[config.mk]
export PLATFORM = sky130hd
export DESIGN_NAME = tile_drawer_flat
export DESIGN_NICKNAME = d
export VERILOG_FILES = /design/src/rtl/tile_drawer_if.sv /design/src/rtl/tile_drawer.sv /design/src/flat_wrapper.sv
export SDC_FILE = /design/constraint.sdc
export NUM_CORES = 1
export LEC_CHECK = 0
export CORE_ASPECT_RATIO = 0.75
export CORE_MARGIN = 3
export CORE_UTILIZATION = 39
export CTS_BUF_LIST = sky130_fd_sc_hd__clkbuf_8
export CTS_CLUSTER_DIAMETER = 200
export DETAILED_ROUTE_END_ITERATION = 8
export DONT_BUFFER_PORTS = 1
export GPL_TIMING_DRIVEN = 0
export MAX_ROUTING_LAYER = met4
export SLEW_MARGIN = 0
export SYNTH_ARGS = -nofsm -noshare
export SYNTH_HDL_FRONTEND = slang
export SYNTH_SLANG_ARGS = --single-unit
[constraint.sdc]
create_clock -name clock -period 2.8 [get_ports clock]
set_input_delay 0.42 -clock clock [delete_from_list [all_inputs] [get_ports clock]]
set_output_delay 0.42 -clock clock [all_outputs]
set_load 0.01 [all_outputs]
[src/rtl/tile_drawer_if.sv]
// Request/pixel bus between the board datapath, the tile drawer and the VGA adapter.
interface tile_drawer_if;
  logic       start;
  logic [7:0] x_plot;
  logic [6:0] y_plot;
  logic [1:0] select;
  logic [7:0] vga_x;
  logic [6:0] vga_y;
  logic [2:0] colour;
  logic       plot;
  logic       busy;
  logic       done;

  modport master (
    output start, x_plot, y_plot, select,
    input  vga_x, vga_y, colour, plot, busy, done
  );

  modport slave (
    input  start, x_plot, y_plot, select,
    output vga_x, vga_y, colour, plot, busy, done
  );
endinterface

[src/rtl/tile_drawer.sv]
// Raster-scans one TILE x TILE board tile (empty, cursor box or disk) into VGA pixel writes.
// Optional macro TILE_DRAWER_GRID_EN draws grid lines on the right/bottom edges of empty tiles.
module tile_drawer #(
  parameter int unsigned TILE      = 12,
  parameter logic [2:0]  BG_COLOUR = 3'b010
) (
  input logic         clock,
  input logic         resetn,
  tile_drawer_if.slave bus
);

  localparam int unsigned CW = 4;
  localparam logic [CW-1:0] ZERO    = CW'(0);
  localparam logic [CW-1:0] LAST    = CW'(TILE - 1);
  localparam logic [CW-1:0] DISK_LO = CW'(2);
  localparam logic [CW-1:0] DISK_HI = CW'(TILE - 3);

  localparam logic [2:0] C_CURSOR = 3'b110;
  localparam logic [2:0] C_SIDE0  = 3'b000;
  localparam logic [2:0] C_SIDE1  = 3'b111;
`ifdef TILE_DRAWER_GRID_EN
  localparam logic [2:0] C_GRID   = 3'b001;
`endif

  localparam logic [1:0] S_IDLE = 2'd0;
  localparam logic [1:0] S_DRAW = 2'd1;
  localparam logic [1:0] S_DONE = 2'd2;

  typedef struct packed {
    logic [7:0] x;
    logic [6:0] y;
    logic [1:0] sel;
  } tile_req_t;

  // Returns {plot, colour} for one pixel of a tile of the given kind.
  function automatic logic [3:0] shade(input logic [1:0]    sel,
                                       input logic [CW-1:0] px,
                                       input logic [CW-1:0] py);
    logic       on_border;
    logic       in_sq;
    logic       sq_corner;
    logic [3:0] res;
`ifdef TILE_DRAWER_GRID_EN
    logic       on_last;
    on_last   = (px == LAST) || (py == LAST);
`endif
    on_border = (px == ZERO) || (px == LAST) || (py == ZERO) || (py == LAST);
    in_sq     = (px >= DISK_LO) && (px <= DISK_HI) && (py >= DISK_LO) && (py <= DISK_HI);
    sq_corner = ((px == DISK_LO) || (px == DISK_HI)) && ((py == DISK_LO) || (py == DISK_HI));
    res       = {1'b1, BG_COLOUR};
    case (sel)
      2'd0: begin
`ifdef TILE_DRAWER_GRID_EN
        if (on_last) res = {1'b1, C_GRID};
`endif
      end
      2'd1: res = on_border ? {1'b1, C_CURSOR} : 4'b0000;
      default: begin
        if (in_sq && !sq_corner) res = {1'b1, sel[0] ? C_SIDE1 : C_SIDE0};
      end
    endcase
    return res;
  endfunction

  logic [1:0]    state, state_nxt;
  tile_req_t     req, req_nxt;
  logic [CW-1:0] dx, dx_nxt;
  logic [CW-1:0] dy, dy_nxt;
  logic          draw_nxt;
  logic          done_nxt;
  logic [3:0]    pix;
  logic [7:0]    vga_x_q, vga_x_nxt;
  logic [6:0]    vga_y_q, vga_y_nxt;
  logic [2:0]    colour_q, colour_nxt;
  logic          plot_q, plot_nxt;
  logic          busy_q;
  logic          done_q;

  // State register.
  always_ff @(posedge clock or negedge resetn) begin
    if (!resetn) state <= S_IDLE;
    else         state <= state_nxt;
  end

  // Next state, pixel counters and the pixel that the outputs show next cycle.
  // dx/dy always track the pixel currently presented on the registered outputs.
  always_comb begin
    state_nxt = state;
    req_nxt   = req;
    dx_nxt    = dx;
    dy_nxt    = dy;
    done_nxt  = 1'b0;
    case (state)
      S_IDLE: begin
        if (bus.start) begin
          state_nxt = S_DRAW;
          req_nxt   = '{x: bus.x_plot, y: bus.y_plot, sel: bus.select};
          dx_nxt    = ZERO;
          dy_nxt    = ZERO;
        end
      end
      S_DRAW: begin
        if ((dx == LAST) && (dy == LAST)) begin
          state_nxt = S_DONE;
          done_nxt  = 1'b1;
        end else if (dx == LAST) begin
          dx_nxt = ZERO;
          dy_nxt = CW'(dy + CW'(1));
        end else begin
          dx_nxt = CW'(dx + CW'(1));
        end
      end
      S_DONE:  state_nxt = S_IDLE;
      default: state_nxt = S_IDLE;
    endcase

    draw_nxt   = (state_nxt == S_DRAW);
    pix        = shade(req_nxt.sel, dx_nxt, dy_nxt);
    plot_nxt   = draw_nxt & pix[3];
    colour_nxt = draw_nxt ? pix[2:0] : 3'b000;
    vga_x_nxt  = vga_x_q;
    vga_y_nxt  = vga_y_q;
    if (draw_nxt) begin
      vga_x_nxt = 8'(req_nxt.x + 8'(dx_nxt));
      vga_y_nxt = 7'(req_nxt.y + 7'(dy_nxt));
    end
  end

  // Datapath and output registers.
  always_ff @(posedge clock or negedge resetn) begin
    if (!resetn) begin
      req      <= '0;
      dx       <= ZERO;
      dy       <= ZERO;
      vga_x_q  <= 8'd0;
      vga_y_q  <= 7'd0;
      colour_q <= 3'b000;
      plot_q   <= 1'b0;
      busy_q   <= 1'b0;
      done_q   <= 1'b0;
    end else begin
      req      <= req_nxt;
      dx       <= dx_nxt;
      dy       <= dy_nxt;
      vga_x_q  <= vga_x_nxt;
      vga_y_q  <= vga_y_nxt;
      colour_q <= colour_nxt;
      plot_q   <= plot_nxt;
      busy_q   <= draw_nxt;
      done_q   <= done_nxt;
    end
  end

  assign bus.vga_x  = vga_x_q;
  assign bus.vga_y  = vga_y_q;
  assign bus.colour = colour_q;
  assign bus.plot   = plot_q;
  assign bus.busy   = busy_q;
  assign bus.done   = done_q;

endmodule

[src/flat_wrapper.sv]
// flat-port wrapper written by rule: the top's interface ports become plain ports
module tile_drawer_flat 
#(
  parameter int unsigned TILE      = 12,
  parameter logic [2:0]  BG_COLOUR = 3'b010
)
  (clock, resetn, bus_start, bus_x_plot, bus_y_plot, bus_select, bus_vga_x, bus_vga_y, bus_colour, bus_plot, bus_busy, bus_done);
  tile_drawer_if bus_i ();
  input logic clock;
  input logic resetn;
  input wire logic [$bits(bus_i.start)-1:0] bus_start;
  input wire logic [$bits(bus_i.x_plot)-1:0] bus_x_plot;
  input wire logic [$bits(bus_i.y_plot)-1:0] bus_y_plot;
  input wire logic [$bits(bus_i.select)-1:0] bus_select;
  output wire logic [$bits(bus_i.vga_x)-1:0] bus_vga_x;
  output wire logic [$bits(bus_i.vga_y)-1:0] bus_vga_y;
  output wire logic [$bits(bus_i.colour)-1:0] bus_colour;
  output wire logic [$bits(bus_i.plot)-1:0] bus_plot;
  output wire logic [$bits(bus_i.busy)-1:0] bus_busy;
  output wire logic [$bits(bus_i.done)-1:0] bus_done;
  assign bus_i.start = bus_start;
  assign bus_i.x_plot = bus_x_plot;
  assign bus_i.y_plot = bus_y_plot;
  assign bus_i.select = bus_select;
  assign bus_vga_x = bus_i.vga_x;
  assign bus_vga_y = bus_i.vga_y;
  assign bus_colour = bus_i.colour;
  assign bus_plot = bus_i.plot;
  assign bus_busy = bus_i.busy;
  assign bus_done = bus_i.done;
  tile_drawer #(.TILE(TILE), .BG_COLOUR(BG_COLOUR)) u_core (.clock(clock), .resetn(resetn), .bus(bus_i));
endmodule
==> impl_results.md, run 1 <==
* Wire per inst at 16.3 um
* Die area at 0.00724 mm^2
* Register share of total power at 34.7%
* Register clock-pin slew on the reported worst setup and hold paths at 0.10 ns
* Final setup fails at 0
* Core footprint at 0.00592 mm^2
* Final worst path period need at 2.70 ns
* Tcrit/Tclk final at 96.3%
* Number of enable flip-flop cells after synthesis at 0
* Synth Area in Compound Gates at 12.6%
* Initial Util at 41.2%
* Post-layout power at 3.68 mW
* Final Hold Viols at 0
* Util after Layout at 49.5%
* Main synth FF type: dfrtp_1
* Lkg Pwr at 1.28 nW
* Synthesized net count at 257
* Post-synthesis mux area share at 8.78%
* Leading area contributor after synthesis: dfrtp_1
* Fin area at 0.00293 mm^2
* H-tree levels at 2
* Initial antenna violation count at 0
* Clk buf depth at 2
* Layout cells sized above 1 at 29.0%
* Seq/Total Area, Yosys at 49.3%
* Sw frac at 41.0%
* All-Layer GR Usage at 16.0%
* Total CTS buffers at 5
* Area after DPL at 0.00255 mm^2
* Syn-to-layout area delta at 20.3%
* PwrDens at 1250 mW/mm^2
* CTS tree: done
* Syn Area/Cell at 10.8 um^2
* Avg Vias per Cell at 5.25
* Data arrival, critical path at 2.87 ns
* FMAX at 0.371 GHz
* Worst setup margin at 0.104 ns
* Post-synth top area share at 49.3%
* FF+latch count, synth at 48
* Hold Path Class: in -> reg
* Mapped cell area at 0.00244 mm^2
* Port Buf Inserts at 0
* Post-synth ARST share at 100%
* Max Cap Viol at 0
* Main combinational cell family by area after synthesis: simple AND/OR/NAND/NOR gates
* CP max stage delay at 0.44 ns
* Synth Area in Simple Gates at 15.0%
* Number of diodes at 0
* Synth Area in Adders at 6.78%
* Routed Antenna Nets at 0
* Ports at 41
* Slew Viols, Final at 0
* Remaining Overflow, GRT at 0
* CP Capture Type: register
* P_sw at 1.51 mW
* Via count at 1,731
* Pin count of the biggest net entering global routing at 49
* Root Buffer: clkbuf_8
* Slowest-stage cell, CP: dfrtp_1
* Die width at 97.3 um
* Status: finished, final reports clean
* GPL Wtd Cong at 0.856
* Logic gate share of total power at 53.5%
* DR iter-0 viols at 44
* Pre-CTS worst setup slack at -0.387 ns
* Crit path launch type: register
* TritonRoute pass-1 iters at 4
* First-pass GRT wire length at 8.90 mm
* Critical path cell sequence: ha_4, and4b_4, a31o_4, inv_6, a22oi_2, ha_2, fa_2, a21o_1, a21oi_2, buf_4, xnor2_1, o21ai_0
* Slew margin rel. at 62.5%
* VDD IR max at 0.460 mV
* Final WL at 5.40 mm
* Final routed DRC violation total at 0
* Clock skew at 0.0182 ns
* Post-Synth XOR/XNOR Area at 4.31%
* CTS Sinks at 48
* Post-DP HPWL at 3.71 mm
* WP data required at 2.98 ns
* Worst slew pin tran at 0.562 ns
* Worst Setup Path Type: reg -> reg
* Worst skew pair latency at 0.31 ns
* Synth Warn # at 0
* Row count at 24
* Synth top area cells: dfrtp_1, ha_1, nand2_1
* Clk pwr share at 11.8%
* Critical Path Fanout Max at 7
* Height of the die at 74.4 um
* Cell variety after synth at 45
* Number of global-route vias before repair at 1,789
* Nets at 283
* Internal at 2.17 mW
* Synthesized instance count at 225
metal layers:
metal | track usage, % | vias up | share of wire [%]
met5 | - | - | 0
met3 | 4.31 | 9 | 4.2
met1 | 22.0 | 855 | 50
li1 | - | 831 | -
met4 | 4.61 | 0 | 1.3
met2 | 23.6 | 36 | 44
power groups by stage:
stage                     Clock (mW)  Combinational (mW)  Sequential (mW)
after floorplan                    0                1.32             1.23
after global placement             0                1.57             1.28
after detailed placement           0                1.62             1.29
after CTS                      0.444                1.78             1.27
after global routing           0.469                2.23             1.32
final                          0.434                1.97             1.28
cell usage after synthesis (2+ instances only):
library cell  count
clkbuf_1          3
nand3_1           3
nor4b_1           2
o21ai_0          15
a21o_1            4
fa_1              2
nand2_1          33
a21oi_1           8
xnor2_1           8
inv_1            13
nor2b_1           4
nand3b_1          3
nor2_1            9
mux2_2           11
ha_1             10
mux2i_1           9
dfrtp_1          48
nand4_1           2
nor3_1            5
a22oi_1           2
xor2_1            4
buf_2             3
o21bai_1          2
stage by stage:
step | setup TNS, ns | hold slack, ns | std cells
CTS | 0 | 0.276 | 323
finish | 0 | 0.268 | 330
global placement | -1.54 | 0.126 | 303
floorplan | 0 | 0.124 | 225
global route | -0.145 | 0.275 | 330
detailed placement | -1.87 | 0.126 | 303
worst paths after layout:
kind / from / endpoint / slack (ns) / depth (start not counted)
setup / recovery: u_core.dx[1] / u_core.bus.vga_y[4] / 0.10 / 12
hold / removal: bus_x_plot[1] / u_core.req[10] / 0.27 / 2
setup reg to reg: u_core.dx[1] / u_core.bus.vga_y[4] / 0.10 / 12
hold reg to reg: u_core.req[5] / u_core.req[5] / 0.52 / 1
max in group asynchronous: resetn / u_core.req[1] / 1.94 / 2
min in group asynchronous: resetn / u_core.bus.done / 0.59 / 2
worst max-delay path: cells and delay by family (launching register included):
kind,cells,cell delay (ns)
AOI/OAI and AO/OA,5,0.81
xor gates and xnor gates,1,0.12
adders and majority gates,3,0.75
buffers and inverters,2,0.22
DFF,1,0.44
and+or+nand+nor,1,0.23
logic make-up after synthesis:
group,count (synthesis)
AND/OR/NAND/NOR,71
flip-flops,48
AO/OA/AOI/OAI,42
buffers and inverters,20
multiplexers,20
XOR/XNOR,12
adder cells (fa/ha/maj),12
what timing repair did:
action | CTS | global route
hold buffers | 2 | 0
gates resized for setup | 14 | 25
pin swaps | 4 | 12
setup endpoints to repair | 8 | 7
hold endpoints to repair | 48 | 0
buffers inserted | 11 | 7
state kept, by name, summed over array words and instances, names as in the netlist:
| signal | cells |
|---|---|
| u_core.dy | 4 |
| u_core.bus.vga_x | 8 |
| u_core.state | 2 |
| u_core.bus.busy | 1 |
| u_core.req | 17 |
| u_core.bus.plot | 1 |
| u_core.bus.colour | 3 |
| u_core.dx | 4 |
| u_core.bus.done | 1 |
| u_core.bus.vga_y | 7 |
final cells by class:
class | count | area (um^2)
Fill cell | 544 | 2990
Sequential cell | 48 | 1200
Tap cell | 78 | 97.6
Buffer | 5 | 33.8
Clock inverter | 2 | 10.0
Inverter | 14 | 58.8
Clock buffer | 6 | 82.6
Timing Repair Buffer | 20 | 173
Multi-Input combinational cell | 157 | 1270
layout by cell type (no fill, tap or decap), drive strengths merged, types with 2 or more instances in the layout:
cell type	instances
clkinv	3
o21bai	3
mux2i	9
clkbuf	9
ha	10
a21o	4
dfrtp	48
a22oi	2
o21ai	16
o211ai	2
nand2	33
nor2	9
a21oi	8
buf	21
xor2	4
fa	2
nor3	5
nand3b	3
nand3	3
o21a	2
inv	13
nor2b	4
nand4	2
xnor2	8
nor4b	3
mux2	11
No activity file was read; power rests on OpenSTA's default activity.
==> run 2, diff against run 1 <==
- ABC_AREA: unset -> 1
- CTS_CLUSTER_SIZE: unset -> 24
- GPL_ROUTABILITY_DRIVEN: unset -> 1
==> impl_results.md, run 2 <==
* Final Hold Viols at 0 (unchanged)
* Tcrit/Tclk final at 97.4% (was 96.3%)
* Hold Path Class: in -> reg (unchanged)
* Remaining Overflow, GRT at 0 (unchanged)
* Core footprint at 0.00644 mm^2 (was 0.00592 mm^2)
* Row count at 25 (was 24)
* Syn-to-layout area delta at 12.5% (was 20.3%)
* Number of global-route vias before repair at 1,929 (was 1,789)
* Util after Layout at 46.1% (was 49.5%)
* Initial antenna violation count at 0 (unchanged)
* Routed Antenna Nets at 0 (unchanged)
* Synthesized instance count at 310 (was 225)
* Family with the most delay on the worst path: adder cells (was compound AO/OA/AOI/OAI gates)
* CTS Sinks at 48 (unchanged)
* Total CTS buffers at 5 (unchanged)
* Leading area contributor after synthesis: dfrtp_1 (unchanged)
* Pre-CTS worst setup slack at -0.0468 ns (was -0.387 ns)
* Status: finished, final reports clean (unchanged)
* FF+latch count, synth at 48 (unchanged)
* Max reg flops at 17 (unchanged)
* H-tree levels at 2 (unchanged)
* Main combinational cell family by area after synthesis: simple AND/OR/NAND/NOR gates (unchanged)
* Slowest-stage cell, CP: dfrtp_1 (unchanged)
* Cell variety after synth at 35 (was 45)
* Worst Setup Path Type: reg -> reg (unchanged)
* Data arrival, critical path at 2.92 ns (was 2.87 ns)
* Syn Area/Cell at 8.52 um^2 (was 10.8 um^2)
* CP Capture Type: register (unchanged)
* Height of the die at 77.3 um (was 74.4 um)
* Post-synthesis mux area share at 0.379% (was 8.78%)
* Post-synth ARST share at 100% (unchanged)
* Post-layout power at 3.10 mW (was 3.68 mW)
* Worst slew pin tran at 0.276 ns (was 0.562 ns)
* Synth Area in Compound Gates at 6.68% (was 12.6%)
* Wire per inst at 14.4 um (was 16.3 um)
* Die area at 0.00781 mm^2 (was 0.00724 mm^2)
* Biggest register: u_core.req (unchanged)
* Hold_ws at 0.251 ns (was 0.268 ns)
* WP buf/inv at 2 (unchanged)
* Pin count of the biggest net entering global routing at 49 (unchanged)
* Most frequent cell after synthesis: nand2_1 (was dfrtp_1)
* Avg Vias per Cell at 4.87 (was 5.25)
* Lkg Pwr at 1.47 nW (was 1.28 nW)
* Post-Synth XOR/XNOR Area at 3.65% (was 4.31%)
* Port Buf Inserts at 0 (unchanged)
* Worst skew pair latency at 0.31 ns (about the same)
* TritonRoute pass-1 iters at 4 (unchanged)
* Setup TNS Final at 0 ns (unchanged)
* Most frequent cells after synthesis: nand2_1, dfrtp_1, inv_1 (was dfrtp_1, nand2_1, o21ai_0)
* Layout cells sized above 1 at 22.7% (was 29.0%)
* Synth top area cells: dfrtp_1, nand2_1, ha_1 (was dfrtp_1, ha_1, nand2_1)
* Slew Viols, Final at 0 (unchanged)
* Final WL at 5.87 mm (was 5.40 mm)
* All-Layer GR Usage at 16.4% (was 16.0%)
* Synthesized net count at 342 (was 257)
* Post-synth top area share at 45.5% (was 49.3%)
* Seq/Total Area, Yosys at 45.5% (was 49.3%)
* Max Cap Viol at 0 (unchanged)
* FMAX at 0.367 GHz (was 0.371 GHz)
* Synth Area in Adders at 6.25% (was 6.78%)
* Crit path launch type: register (unchanged)
* VDD IR max at 0.345 mV (was 0.460 mV)
* Slew margin rel. at 81.0% (was 62.5%)
* GPL Wtd Cong at 0.857 (was 0.856)
* CP max stage delay at 0.44 ns (about the same)
* Final setup fails at 0 (unchanged)
* First-pass GRT wire length at 9.80 mm (was 8.90 mm)
* Main synth FF type: dfrtp_1 (unchanged)
* Register clock-pin slew on the reported worst setup and hold paths at 0.10 ns (about the same)
* Initial Util at 41.0% (was 41.2%)
* Number of enable flip-flop cells after synthesis at 0 (unchanged)
* DR iter-0 viols at 86 (was 44)
* Final routed DRC violation total at 0 (unchanged)
* Final worst path period need at 2.73 ns (was 2.70 ns)
* Synth Warn # at 0 (unchanged)
* WP data required at 2.99 ns (was 2.98 ns)
* Clk buf depth at 2 (unchanged)
* Clock skew at 0.0149 ns (was 0.0182 ns)
* Die width at 101 um (was 97.3 um)
* Critical path cell sequence: ha_4, nand2_2, nor2_4, buf_4, buf_4, nand3_1, nand3_1, o21ai_2, ha_1, fa_1, a31oi_2, nor3_1, xnor2_1, o21ai_1 (was ha_4, and4b_4, a31o_4, inv_6, a22oi_2, ha_2, fa_2, a21o_1, a21oi_2, buf_4, xnor2_1, o21ai_0)
* Mapped cell area at 0.00264 mm^2 (was 0.00244 mm^2)
* Synth Area in Simple Gates at 31.7% (was 15.0%)
* Critical Path Fanout Max at 6 (was 7)
* Most frequent cells in the layout: nand2_1, dfrtp_1, inv_1, nand3_1, nor2_1 (was dfrtp_1, nand2_1, buf_4, o21ai_0, mux2_2)
* Post-DP HPWL at 4.19 mm (was 3.71 mm)
* Number of diodes at 0 (unchanged)
* Via count at 1,981 (was 1,731)
* Nets at 357 (was 283)
* Root Buffer: clkbuf_8 (unchanged)
* CTS tree: done (unchanged)
* Ports at 41 (unchanged)
* PwrDens at 1050 mW/mm^2 (was 1250 mW/mm^2)
* Most common cell after layout, fill and taps aside: nand2_1 (was dfrtp_1)
* Worst setup margin at 0.0726 ns (was 0.104 ns)
## run 2: cell count changes after synthesis, moves of 5 or more
| cell | delta |
|---|---|
| mux2i_1 | -8 |
| inv_1 | +10 |
| nand2_1 | +68 |
| nor2_1 | +6 |
| o21ai_2 | +5 |
| inv_2 | +7 |
| mux2_2 | -11 |
| nand3_1 | +14 |
| nor2_2 | +9 |
| nand2_2 | +6 |
## run 2: stage by stage
step / instances / cell area, um^2
final: 407 / 2970
after global routing: 407 / 2970
after CTS: 401 / 2880
after detailed placement: 391 / 2740
after global placement: 391 / 2740
after floorplan: 310 / 2640
## run 2: path summary, 6_finish.rpt
kind                                       end  slack [ns]  cells after the start          start
hold / removal                   u_core.req[9]        0.25                      2  bus_x_plot[0]
min in group asynchronous      u_core.bus.plot        0.60                      2         resetn
max in group asynchronous         u_core.dy[3]        1.95                      2         resetn
setup / recovery           u_core.bus.vga_y[6]        0.07                     14   u_core.dx[0]
hold reg to reg                  u_core.req[9]        0.49                      2  u_core.req[9]
setup reg to reg           u_core.bus.vga_y[6]        0.07                     14   u_core.dx[0]
## run 2: layout make-up
type                       instances  area (um^2)
fill                             614         3470
tap                               81          101
clock buffer                       6         82.6
timing repair buffer               8         82.6
buffer                             6         41.3
clock inverter                     2         11.3
sequential                        48         1200
inverter                          32          125
multi-input combinational        224         1330
## run 2: report_power, final
group          internal [mW]  switching [mW]  leakage (nW)  total, mW
Combinational          0.583           0.895         0.838       1.48
Clock                  0.198           0.240        0.0486      0.438
Sequential             0.959           0.229         0.581       1.19
## run 2: worst reg2reg max path, stage by stage (launching register included)
cell and delay, ns:
dfrtp_1 0.44, ha_4 0.19, nand2_2 0.08, nor2_4 0.16, buf_4 0.16, buf_4 0.11
nand3_1 0.05, nand3_1 0.10, o21ai_2 0.11, ha_1 0.24, fa_1 0.42, a31oi_2 0.25
nor3_1 0.10, xnor2_1 0.14, o21ai_1 0.07
## run 2: logic make-up (layout without fill, tap and decap cells)
group | after synthesis | in the layout
buffers and inverters | 38 | 54
xor gates and xnor gates | 11 | 11
AOI/OAI and AO/OA | 30 | 30
DFF | 48 | 48
adders and majority gates | 12 | 12
muxes | 1 | 1
and+or+nand+nor | 170 | 170
## run 2: what timing repair did
item                                    CTS  global route
resized for setup                         2            17
hold endpoints to repair                 48             0
endpoints found under the setup margin    2             6
pin swaps                                 0             2
hold buffers                              2             0
setup buffers                             0             6
gates cloned                              0             0
## run 2: metal layers
metal / wire [um] / part of all wire [%] / up-vias / global-route usage (%)
met5: 0 / 0 / - / -
met4: 31 / 0.53 / 0 / 2.79
met1: 2940 / 50 / 929 / 23.7
met2: 2580 / 44 / 38 / 23.0
li1: - / - / 1010 / -
met3: 314 / 5.3 / 4 / 4.91
==> run 3, diff against run 2 <==
- GPL_ROUTABILITY_DRIVEN: 1 -> unset
- clock period: 2.8 -> 3.5 ns (I/O delays scaled with it)
==> impl_results.md, run 3 (synthesized netlist as in run 2, its figures left out) <==
* Height of the die at 77.3 um (unchanged)
* Lkg Pwr at 1.43 nW (was 1.47 nW)
* Max reg flops at 17 (unchanged)
* VDD IR max at 0.250 mV (was 0.345 mV)
* R2R Path Start: u_core.state[0] (was u_core.dx[0])
* Port Buf Inserts at 0 (unchanged)
* Setup TNS Final at 0 ns (unchanged)
* Initial Util at 41.0% (unchanged)
* Slew margin rel. at 62.9% (was 81.0%)
* Post-DP HPWL at 4.19 mm (unchanged)
* Worst Setup Path Type: reg -> reg (unchanged)
* CP Capture Type: register (unchanged)
* Crit path capture: u_core.bus.vga_x[6] (was u_core.bus.vga_y[6])
* H-tree levels at 2 (unchanged)
* R2r worst-path depth at 15 (was 14)
* Number of diodes at 0 (unchanged)
* Final setup fails at 0 (unchanged)
* RSZ-0062 raised after global routing: false
* Tcrit/Tclk final at 82.5% (was 97.4%)
* Post-CTS Setup Bufs at 0 (unchanged)
* CTS Sinks at 48 (unchanged)
* Core footprint at 0.00644 mm^2 (unchanged)
* Syn-to-layout area delta at 8.43% (was 12.5%)
* Final routed DRC violation total at 0 (unchanged)
* Crit path launch type: register (unchanged)
* Initial antenna violation count at 0 (unchanged)
* Ports at 41 (unchanged)
* Total CTS buffers at 5 (unchanged)
* Row count at 25 (unchanged)
* WP data required at 3.73 ns (was 2.99 ns)
* Root Buffer: clkbuf_8 (unchanged)
* Final Hold Viols at 0 (unchanged)
* Worst slew pin tran at 0.556 ns (was 0.276 ns)
* GPL Wtd Cong at 0.857 (unchanged)
* Register clock-pin slew on the reported worst setup and hold paths at 0.10 ns (about the same)
* Die area at 0.00781 mm^2 (unchanged)
* Worst skew pair latency at 0.30 ns (was 0.31 ns)
* Flop2flop setup slack at 0.61 ns (was 0.07 ns)
* Area after DPL at 0.00274 mm^2 (unchanged)
* First-pass GRT wire length at 9.78 mm (was 9.80 mm)
* Final WL at 5.70 mm (was 5.87 mm)
* Fin area at 0.00286 mm^2 (was 0.00297 mm^2)
* Routed Antenna Nets at 0 (unchanged)
* Final std cells w/o fill at 400 (was 407)
* PwrDens at 840 mW/mm^2 (was 1050 mW/mm^2)
* Nets at 350 (was 357)
* Die width at 101 um (unchanged)
* Number of global-route vias before repair at 1,926 (was 1,929)
* Hold Path Class: in -> async (was in -> reg)
* Slew Viols, Final at 0 (unchanged)
* Data arrival, critical path at 3.11 ns (was 2.92 ns)
* Pre-CTS worst setup slack at 0.631 ns (was -0.0468 ns)
* Biggest register: u_core.req (unchanged)
* Clk buf depth at 2 (unchanged)
* Inst Count DP at 391 (unchanged)
* R2r endpoint: u_core.bus.vga_x[6] (was u_core.bus.vga_y[6])
* All-Layer GR Usage at 16.4% (about the same)
* Pin count of the biggest net entering global routing at 49 (unchanged)
* Status: finished, final reports clean (unchanged)
* Most common cell after layout, fill and taps aside: nand2_1 (unchanged)
* Layout cells sized above 1 at 18.8% (was 22.7%)
* FMAX at 0.346 GHz (was 0.367 GHz)
* DR iter-0 viols at 63 (was 86)
* Critical Path Fanout Max at 10 (was 6)
* Via count at 1,948 (was 1,981)
* Most frequent cells in the layout: nand2_1, dfrtp_1, inv_1, nand3_1, nor2_1 (unchanged)
* Remaining Overflow, GRT at 0 (unchanged)
* Final worst path period need at 2.89 ns (was 2.73 ns)
* Clock skew at 0.0142 ns (was 0.0149 ns)
* TritonRoute pass-1 iters at 4 (unchanged)
* Max Cap Viol at 0 (unchanged)
* Avg Vias per Cell at 4.87 (about the same)
* Util after Layout at 44.4% (was 46.1%)
* Worst setup margin at 0.614 ns (was 0.0726 ns)
* Wire per inst at 14.2 um (was 14.4 um)
* Crit path from: u_core.state[0] (was u_core.dx[0])
* CTS tree: done (unchanged)
[run 3: changes by cell type in the layout (fill, tap and decap cells not counted), sizes merged]
cell	previous run	this run
dlygate4sd3	1	0
buf	13	6
clkbuf	6	7
[run 3: worst min path at each step]
stage                                 end  slack (ns)  depth (start not counted)
final                     u_core.bus.plot        0.05                          1
after global routing        u_core.req[0]        0.06                          1
after CTS                 u_core.bus.plot        0.06                          1
after detailed placement  u_core.bus.plot        0.23                          0
after global placement    u_core.bus.plot        0.23                          0
after floorplan           u_core.bus.busy        0.23                          0
[run 3: critical path, cell delays in order, from the launching register on]
cell and delay, ns:
dfrtp_1 0.42, nor2_1 0.11, nand2_1 0.10, inv_2 0.18, clkbuf_1 0.47, nand2_1 0.09
nand2_1 0.10, ha_1 0.18, inv_1 0.06, fa_1 0.40, nor2_1 0.13, a211oi_1 0.08
nor2_1 0.12, nand2_1 0.07, xor2_1 0.14, o21ai_0 0.15
[run 3: per-stage QoR]
step / total power [mW] / hold WS (ns)
floorplan: 1.83 / 0.229
global placement: 2.03 / 0.232
detailed placement: 2.06 / 0.232
CTS: 2.43 / 0.0619
global route: 2.67 / 0.0565
finish: 2.40 / 0.0516
[run 3: final cells by class]
type / instances / area, um^2
repair buffers: 1 / 27.5
well taps: 81 / 101
inverters: 32 / 123
clock buffers: 6 / 82.6
multi-input cells: 224 / 1290
plain buffers: 6 / 31.3
flip-flops and latches: 48 / 1200
fillers: 616 / 3580
clock inverters: 2 / 11.3
[run 3: what timing repair did]
action	4_1_cts	5_1_grt
hold buffers	1	0
endpoints found under the hold margin	48	0
resized for setup	0	0
endpoints found under the setup margin	0	0
[run 3: power by group]
| group | leakage, nW | switching [mW] | total (mW) | internal [mW] |
|---|---|---|---|---|
| registers | 0.581 | 0.181 | 0.948 | 0.767 |
| logic | 0.795 | 0.680 | 1.11 | 0.426 |
| clock network | 0.0486 | 0.192 | 0.350 | 0.158 |
[run 3: per-layer routing]
metal / track usage, % / vias up / wire length [um] / part of all wire [%]
li1: - / 997 / - / -
met1: 23.6 / 905 / 2910 / 51
met2: 23.0 / 38 / 2410 / 42
met3: 4.91 / 8 / 331 / 5.8
met4: 2.79 / 0 / 40 / 0.70
met5: - / - / 0 / 0
